--- config.mk ---
export PLATFORM = sky130hd
export DESIGN_NAME = systolic_seq_ctrl_flat
export DESIGN_NICKNAME = d
export VERILOG_FILES = /design/src/rtl/systolic_seq_ctrl_if.sv /design/src/rtl/systolic_seq_ctrl.sv /design/src/flat_wrapper.sv
export SDC_FILE = /design/constraint.sdc
export NUM_CORES = 1
export LEC_CHECK = 0
export CORE_ASPECT_RATIO = 0.7
export CORE_MARGIN = 2
export CORE_UTILIZATION = 25
export CTS_CLUSTER_DIAMETER = 50
export DETAILED_ROUTE_END_ITERATION = 10
export PLACE_DENSITY = 0.43
export SLEW_MARGIN = 20
export SYNTH_ARGS = -nofsm -noshare
export SYNTH_HDL_FRONTEND = slang
export SYNTH_SLANG_ARGS = --single-unit
--- constraint.sdc ---
create_clock -name clk -period 3 [get_ports clk]
set_input_delay 0.3 -clock clk [delete_from_list [all_inputs] [get_ports clk]]
set_output_delay 0.3 -clock clk [all_outputs]
set_load 0.03 [all_outputs]
--- src/rtl/systolic_seq_ctrl_if.sv ---
// Control/data bundle between the systolic sequencer and its instruction,
// operand, PE-array and output memories.
interface systolic_seq_ctrl_if #(
    parameter int N        = 4,
    parameter int DW       = 16,
    parameter int CW       = 8,
    parameter int MAX_INST = 8,
    parameter int IW       = 5,
    parameter int OW       = 7
);
    localparam int IAW = $clog2(MAX_INST);
    localparam int SW  = $clog2(N * N);

    logic              ap_start;
    logic              ap_done;
    logic              ap_idle;
    logic [IAW-1:0]    inst_addr;
    logic [IW-1:0]     inst_data;
    logic [IW-1:0]     cur_inst;
    logic [CW-1:0]     mem_col;
    logic              mem_rd;
    logic              pe_en;
    logic              acc_clr;
    logic [SW-1:0]     res_sel;
    logic [2*DW-1:0]   res_data;
    logic              out_wr;
    logic [OW-1:0]     out_addr;
    logic [2*DW-1:0]   out_data;
    logic              err;

    modport master (
        input  ap_start, inst_data, res_data,
        output ap_done, ap_idle, inst_addr, cur_inst, mem_col, mem_rd,
               pe_en, acc_clr, res_sel, out_wr, out_addr, out_data, err
    );

    modport slave (
        output ap_start, inst_data, res_data,
        input  ap_done, ap_idle, inst_addr, cur_inst, mem_col, mem_rd,
               pe_en, acc_clr, res_sel, out_wr, out_addr, out_data, err
    );
endinterface

--- src/rtl/systolic_seq_ctrl.sv ---
// Instruction sequencer for an N x N systolic array: fetches K, streams the
// skewed A/B columns, drains the N*N results to output memory, then clears.
module systolic_seq_ctrl #(
    parameter int N        = 4,
    parameter int DW       = 16,
    parameter int CW       = 8,
    parameter int MAX_INST = 8,
    parameter int IW       = 5,
    parameter int OW       = 7
) (
    input logic                 clk,
    input logic                 rst,
    systolic_seq_ctrl_if.master bus
);
    localparam int IAW = $clog2(MAX_INST);
    localparam int IXW = IAW + 1;
    localparam int SW  = $clog2(N * N);
    localparam int NN  = N * N;
    localparam int LW  = CW + 1;
    localparam int PAD = 2 * (N - 1);

    typedef enum logic [2:0] {
        S_IDLE,
        S_FETCH,
        S_DECODE,
        S_STREAM,
        S_FLUSH,
        S_WRITE,
        S_CLEAR,
        S_DONE
    } state_t;

    state_t state_q, state_d;

    logic [IXW-1:0]  idx_q, idx_d;
    logic [LW-1:0]   base_q, base_d;
    logic [OW-1:0]   obase_q, obase_d;
    logic [LW-1:0]   len_q, len_d;
    logic [LW-1:0]   t_q, t_d;
    logic [SW-1:0]   sel_q, sel_d;
    logic [IW-1:0]   inst_q, inst_d;
    logic            err_q, err_d;
    logic            pe_en_q, pe_en_d;
    logic            out_wr_q, out_wr_d;
    logic [OW-1:0]   out_addr_q, out_addr_d;
    logic [2*DW-1:0] out_data_q, out_data_d;

    logic [31:0] need_len;
    logic [31:0] need_end;
    logic        fits;
    logic        inst_zero;
    logic        last_t;
    logic        last_sel;
    logic        last_inst;

    // The overflow test runs in 32 bits so base+L == 2^CW is exactly representable.
    always_comb begin
        need_len  = 32'(bus.inst_data) + 32'(PAD);
        need_end  = 32'(base_q) + need_len;
        fits      = (need_end <= (32'd1 << CW));
        inst_zero = (bus.inst_data == '0);
        last_t    = (t_q == (len_q - LW'(1)));
        last_sel  = (sel_q == SW'(NN - 1));
        last_inst = ((idx_q + IXW'(1)) == IXW'(MAX_INST));
    end

    always_ff @(posedge clk) begin
        if (rst) begin
            state_q <= S_IDLE;
        end else begin
            state_q <= state_d;
        end
    end

    always_comb begin
        state_d = state_q;
        case (state_q)
            S_IDLE:   if (bus.ap_start) state_d = S_FETCH;
            S_FETCH:  state_d = S_DECODE;
            S_DECODE: begin
                if (inst_zero || !fits) begin
                    state_d = S_DONE;
                end else begin
                    state_d = S_STREAM;
                end
            end
            S_STREAM: if (last_t) state_d = S_FLUSH;
            S_FLUSH:  state_d = S_WRITE;
            S_WRITE:  if (last_sel) state_d = S_CLEAR;
            S_CLEAR:  state_d = last_inst ? S_DONE : S_FETCH;
            S_DONE:   state_d = S_IDLE;
            default:  state_d = S_IDLE;
        endcase
    end

    always_comb begin
        idx_d      = idx_q;
        base_d     = base_q;
        obase_d    = obase_q;
        len_d      = len_q;
        t_d        = t_q;
        sel_d      = sel_q;
        inst_d     = inst_q;
        err_d      = err_q;
        out_addr_d = out_addr_q;
        out_data_d = out_data_q;
        pe_en_d    = (state_q == S_STREAM);
        out_wr_d   = (state_q == S_WRITE);
        case (state_q)
            S_IDLE: begin
                if (bus.ap_start) begin
                    idx_d   = '0;
                    base_d  = '0;
                    obase_d = '0;
                    err_d   = 1'b0;
                end
            end
            S_DECODE: begin
                if (!inst_zero) begin
                    inst_d = bus.inst_data;
                    if (fits) begin
                        len_d = LW'(need_len);
                        t_d   = '0;
                    end else begin
                        err_d = 1'b1;
                    end
                end
            end
            S_STREAM: begin
                t_d = t_q + LW'(1);
            end
            S_WRITE: begin
                sel_d      = last_sel ? '0 : sel_q + SW'(1);
                out_addr_d = obase_q + OW'(sel_q);
                out_data_d = bus.res_data;
            end
            S_CLEAR: begin
                base_d  = base_q + len_q;
                obase_d = obase_q + OW'(NN);
                idx_d   = idx_q + IXW'(1);
            end
            default: ;
        endcase
    end

    always_ff @(posedge clk) begin
        if (rst) begin
            idx_q      <= '0;
            base_q     <= '0;
            obase_q    <= '0;
            len_q      <= '0;
            t_q        <= '0;
            sel_q      <= '0;
            inst_q     <= '0;
            err_q      <= 1'b0;
            pe_en_q    <= 1'b0;
            out_wr_q   <= 1'b0;
            out_addr_q <= '0;
            out_data_q <= '0;
        end else begin
            idx_q      <= idx_d;
            base_q     <= base_d;
            obase_q    <= obase_d;
            len_q      <= len_d;
            t_q        <= t_d;
            sel_q      <= sel_d;
            inst_q     <= inst_d;
            err_q      <= err_d;
            pe_en_q    <= pe_en_d;
            out_wr_q   <= out_wr_d;
            out_addr_q <= out_addr_d;
            out_data_q <= out_data_d;
        end
    end

    always_comb begin
        bus.ap_idle   = (state_q == S_IDLE);
        bus.ap_done   = (state_q == S_DONE);
        bus.mem_rd    = (state_q == S_STREAM);
        bus.acc_clr   = (state_q == S_CLEAR);
        bus.mem_col   = (state_q == S_STREAM) ? CW'(base_q + t_q) : '0;
        bus.inst_addr = idx_q[IAW-1:0];
        bus.cur_inst  = inst_q;
        bus.res_sel   = sel_q;
        bus.pe_en     = pe_en_q;
        bus.out_wr    = out_wr_q;
        bus.out_addr  = out_addr_q;
        bus.out_data  = out_data_q;
        bus.err       = err_q;
    end
endmodule
--- src/flat_wrapper.sv ---
// flat-port wrapper written by rule: the top's interface ports become plain ports
module systolic_seq_ctrl_flat 
#(
    parameter int N        = 4,
    parameter int DW       = 16,
    parameter int CW       = 8,
    parameter int MAX_INST = 8,
    parameter int IW       = 5,
    parameter int OW       = 7
)
  (clk, rst, bus_ap_start, bus_inst_data, bus_res_data, bus_ap_done, bus_ap_idle, bus_inst_addr, bus_cur_inst, bus_mem_col, bus_mem_rd, bus_pe_en, bus_acc_clr, bus_res_sel, bus_out_wr, bus_out_addr, bus_out_data, bus_err);
  systolic_seq_ctrl_if #(.N(N), .DW(DW), .CW(CW), .MAX_INST(MAX_INST), .IW(IW), .OW(OW)) bus_i ();
  input logic clk;
  input logic rst;
  input wire logic [$bits(bus_i.ap_start)-1:0] bus_ap_start;
  input wire logic [$bits(bus_i.inst_data)-1:0] bus_inst_data;
  input wire logic [$bits(bus_i.res_data)-1:0] bus_res_data;
  output wire logic [$bits(bus_i.ap_done)-1:0] bus_ap_done;
  output wire logic [$bits(bus_i.ap_idle)-1:0] bus_ap_idle;
  output wire logic [$bits(bus_i.inst_addr)-1:0] bus_inst_addr;
  output wire logic [$bits(bus_i.cur_inst)-1:0] bus_cur_inst;
  output wire logic [$bits(bus_i.mem_col)-1:0] bus_mem_col;
  output wire logic [$bits(bus_i.mem_rd)-1:0] bus_mem_rd;
  output wire logic [$bits(bus_i.pe_en)-1:0] bus_pe_en;
  output wire logic [$bits(bus_i.acc_clr)-1:0] bus_acc_clr;
  output wire logic [$bits(bus_i.res_sel)-1:0] bus_res_sel;
  output wire logic [$bits(bus_i.out_wr)-1:0] bus_out_wr;
  output wire logic [$bits(bus_i.out_addr)-1:0] bus_out_addr;
  output wire logic [$bits(bus_i.out_data)-1:0] bus_out_data;
  output wire logic [$bits(bus_i.err)-1:0] bus_err;
  assign bus_i.ap_start = bus_ap_start;
  assign bus_i.inst_data = bus_inst_data;
  assign bus_i.res_data = bus_res_data;
  assign bus_ap_done = bus_i.ap_done;
  assign bus_ap_idle = bus_i.ap_idle;
  assign bus_inst_addr = bus_i.inst_addr;
  assign bus_cur_inst = bus_i.cur_inst;
  assign bus_mem_col = bus_i.mem_col;
  assign bus_mem_rd = bus_i.mem_rd;
  assign bus_pe_en = bus_i.pe_en;
  assign bus_acc_clr = bus_i.acc_clr;
  assign bus_res_sel = bus_i.res_sel;
  assign bus_out_wr = bus_i.out_wr;
  assign bus_out_addr = bus_i.out_addr;
  assign bus_out_data = bus_i.out_data;
  assign bus_err = bus_i.err;
  systolic_seq_ctrl #(.N(N), .DW(DW), .CW(CW), .MAX_INST(MAX_INST), .IW(IW), .OW(OW)) u_core (.clk(clk), .rst(rst), .bus(bus_i));
endmodule
==> qor.yml <==
status: "finished clean"
num_rows: 40
cts_buffers: 9
gr-total-overflow: 0
cp_cell_sequence: "clkdlybuf4s50_1 > inv_1 > ha_1 > inv_1 > ha_2 > buf_4 > nor2_1 > nor2_1 > a31oi_2 > a2111oi_4 > a31o_1 > buf_4 > a21oi_2 > a32o_1"
ant_nets: 0
cp_top_family: "compound AO/OA/AOI/OAI gates"
multi_input_area_um2: 2620
antenna_cells: 0
power.density_nw_per_um2: 440
htree_num_levels: 3
antenna_found_initial: 0
setup_viol: 0
die_width_um: 163
synth_warnings: 0
slowest_delay_ps: 530
synth_top_family_by_area: "simple AND/OR/NAND/NOR gates"
start_util_pct: 25.7
final_nets: 747
ys_seq_area_share_pct: 38.4
drt-total-wl_um: 13900
synth_compound_area_share_pct: 19.7
grt_pass1_vias: 4047
finalHoldViolCount: 0
cap_violations: 0
clk_pin_slew_ps: 70
drc: 0
fp.coreArea_um2: 17300
grt_max_degree: 51
synth-xor-area-share_pct: 6.12
io_pins: 106
dr.pass1.iters: 4
end_kind: "flop"
fmax_mhz: 340
ctsHoldBuffers: 0
fill_cells: 1799
relSlewSlack_pct: 44.2
synthCells: 556
clock-root-buffer: "clkbuf_16"
syn_nets: 626
p_leak_uw: 0.00241
grtUsageMet1_pct: 21.9
postSynthRegisterBits: 85
final-seq-area_um2: 1700
cts_tree: "built"
skew_ps: 6.94
busiest_layer: "met2"
path_class: "input port to flop"
viasPerCell: 4.67
hold_class: "input port to flop"
async_flop_share_pct: 0
synth_edf_count: 0
port_buffers: 105
post-route-min-period_ps: 2940
place_hpwl_um: 10100
drive_gt1_share_pct: 11.1
path_buf_inv: 5
syn_avg_cell_area_um2: 7.97
final_core_util_pct: 36.4
cp_slowest_cell: "clkdlybuf4s50_1"
tightestPinTransition_ps: 834
grt_use_met3_pct: 3.11
track_usage_pct: 14.9
ys_types: 55
global_route.usage.met2_pct: 22.0
drv_slew: 0
vdd_drop_max_v: 0.000201
die-area_um2: 18800
clk_latency_ps: 350
cp_data_arrival_time_ps: 3180
critPathLaunchType: "input port"
netlist_area_um2: 4430
wl_per_cell_um: 15.2
synth_fa_ha_area_share_pct: 8.98
yosys-mux-area-fraction_pct: 0.903
vias: 4260
clk_path_buf_depth: 2
synthSimpleGateAreaFrac_pct: 21.8
die_y_um: 115
syn_to_final_growth_pct: 41.9
period_share_pct: 97.9
place.gp.congestion: 0.809
synth_flop_cell: "dfxtp_1"
grt_pass1_wl_um: 21700
clock-sinks: 85
crit_required_ps: 3240
crit_path_max_fanout: 7
setup_tns_ps: 0
drt_iter0_drc: 236
==> synth_stat cells (8+ instances only) <==
cell	number	share of area, %
inv_1	9	0.76
a21o_1	9	1.5
nand2_1	110	9.3
xor2_1	17	3.4
o21ai_0	18	2.0
nor2_1	51	4.3
ha_1	27	7.6
nand3_1	8	0.90
nor3_1	17	1.9
dfxtp_1	85	38
xnor2_1	14	2.8
a21oi_1	77	8.7
clkbuf_1	23	1.9
==> sequential cells by signal (all words and copies together), names as in the netlist <==
name and cells:
u_core.obase_q 3, u_core.t_q 9, u_core.idx_q 4, u_core.bus.res_sel 4, u_core.bus.cur_inst 5, u_core.bus.out_addr 7, u_core.bus.err 1, u_core.base_q 9
u_core.bus.out_data 32, u_core.bus.pe_en 1, u_core.len_q 6, u_core.bus.out_wr 1, u_core.state_q 3
==> layout by cell type, fill, tap and decap left out, types with 2 or more instances in the layout <==
cell type and instances:
nand3_1 8, a32oi_1 2, fa_1 3, nor2b_1 5, buf_4 37, dlymetal6s2s_1 2
o21a_1 3, ha_1 25, mux2i_1 3, a211oi_1 4, or4_1 2, nor2_1 50
a21oi_2 3, nor3_1 17, nand3b_1 3, inv_1 9, clkinvlp_4 2, o21ai_0 17
a21oi_1 75, xor2_1 17, clkdlybuf4s50_1 100, xnor2_1 13, a31oi_1 2, a211oi_2 2
a22oi_1 7, clkbuf_2 2, or2_2 4, or3_1 2, nand4_1 5, nand2_1 110
o211ai_1 2, a21o_1 9, and2_1 4, dfxtp_1 85, clkbuf_16 9, and3_1 4
==> report_power, final <==
group	switching [uW]	internal (uW)
clock	485	670
sequential	35.8	1150
combinational	227	194
total	748	2020
==> layer usage <==
metal  part of all wire, %  up-vias  wire length [um]
met4                   1.4        0               200
li1                      -     2168                 -
met1                    53     2001              7350
met3                   3.8       14               524
met5                     0        -                 0
met2                    42       77              5820
==> through the flow <==
stage	power [uW]	instance area, um^2	instances	setup WS (ps)	hold slack, ps
2_1_floorplan	1440	4430	556	396	436
3_3_place_gp	1620	5890	893	-308	442
3_5_place_dp	1620	5890	893	-444	447
4_1_cts	2800	6210	909	18.7	456
5_1_grt	2890	6290	913	-46.7	313
6_report	2760	6290	913	62.6	289
==> worst register-to-register path, stage by stage (launching register included) <==
cell and delay, ps:
dfxtp_1 330, buf_4 150, ha_1 210, fa_1 430, xor2_1 180, nor3_1 200, o21ai_0 200, a2111oi_4 250
a31o_1 200, buf_4 160, a21oi_2 60, a32o_1 280
==> kinds of logic after synthesis <==
group | after synthesis
buffers and inverters | 42
multiplexers | 4
XOR/XNOR | 31
AND/OR/NAND/NOR | 221
flip-flops | 85
AO/OA/AOI/OAI | 143
adder cells (fa/ha/maj) | 30
==> path summary, 6_finish.rpt <==
path | from | end | slack (ps) | cells past startpoint
max | bus_inst_data[1] | u_core.t_q[1] | 60 | 14
min | bus_inst_data[2] | u_core.bus.cur_inst[2] | 290 | 3
max reg2reg | u_core.base_q[0] | u_core.t_q[1] | 240 | 11
min reg2reg | u_core.bus.out_addr[6] | u_core.bus.out_addr[6] | 450 | 2
==> repair_timing <==
item	4_1_cts	5_1_grt
buffers inserted	0	4
resized for setup	7	15
endpoints found under the setup margin	16	19
pin swaps	5	7
==> layout make-up <==
type | instances | area share (%)
Multi-Input combinational cell | 429 | 41.7
Sequential cell | 85 | 27.1
Timing Repair Buffer | 143 | 21.3
Tap cell | 231 | 4.60
Clock buffer | 11 | 3.86
Clock inverter | 5 | 0.935
Inverter | 9 | 0.537
Power figures use the tool's default switching activity.
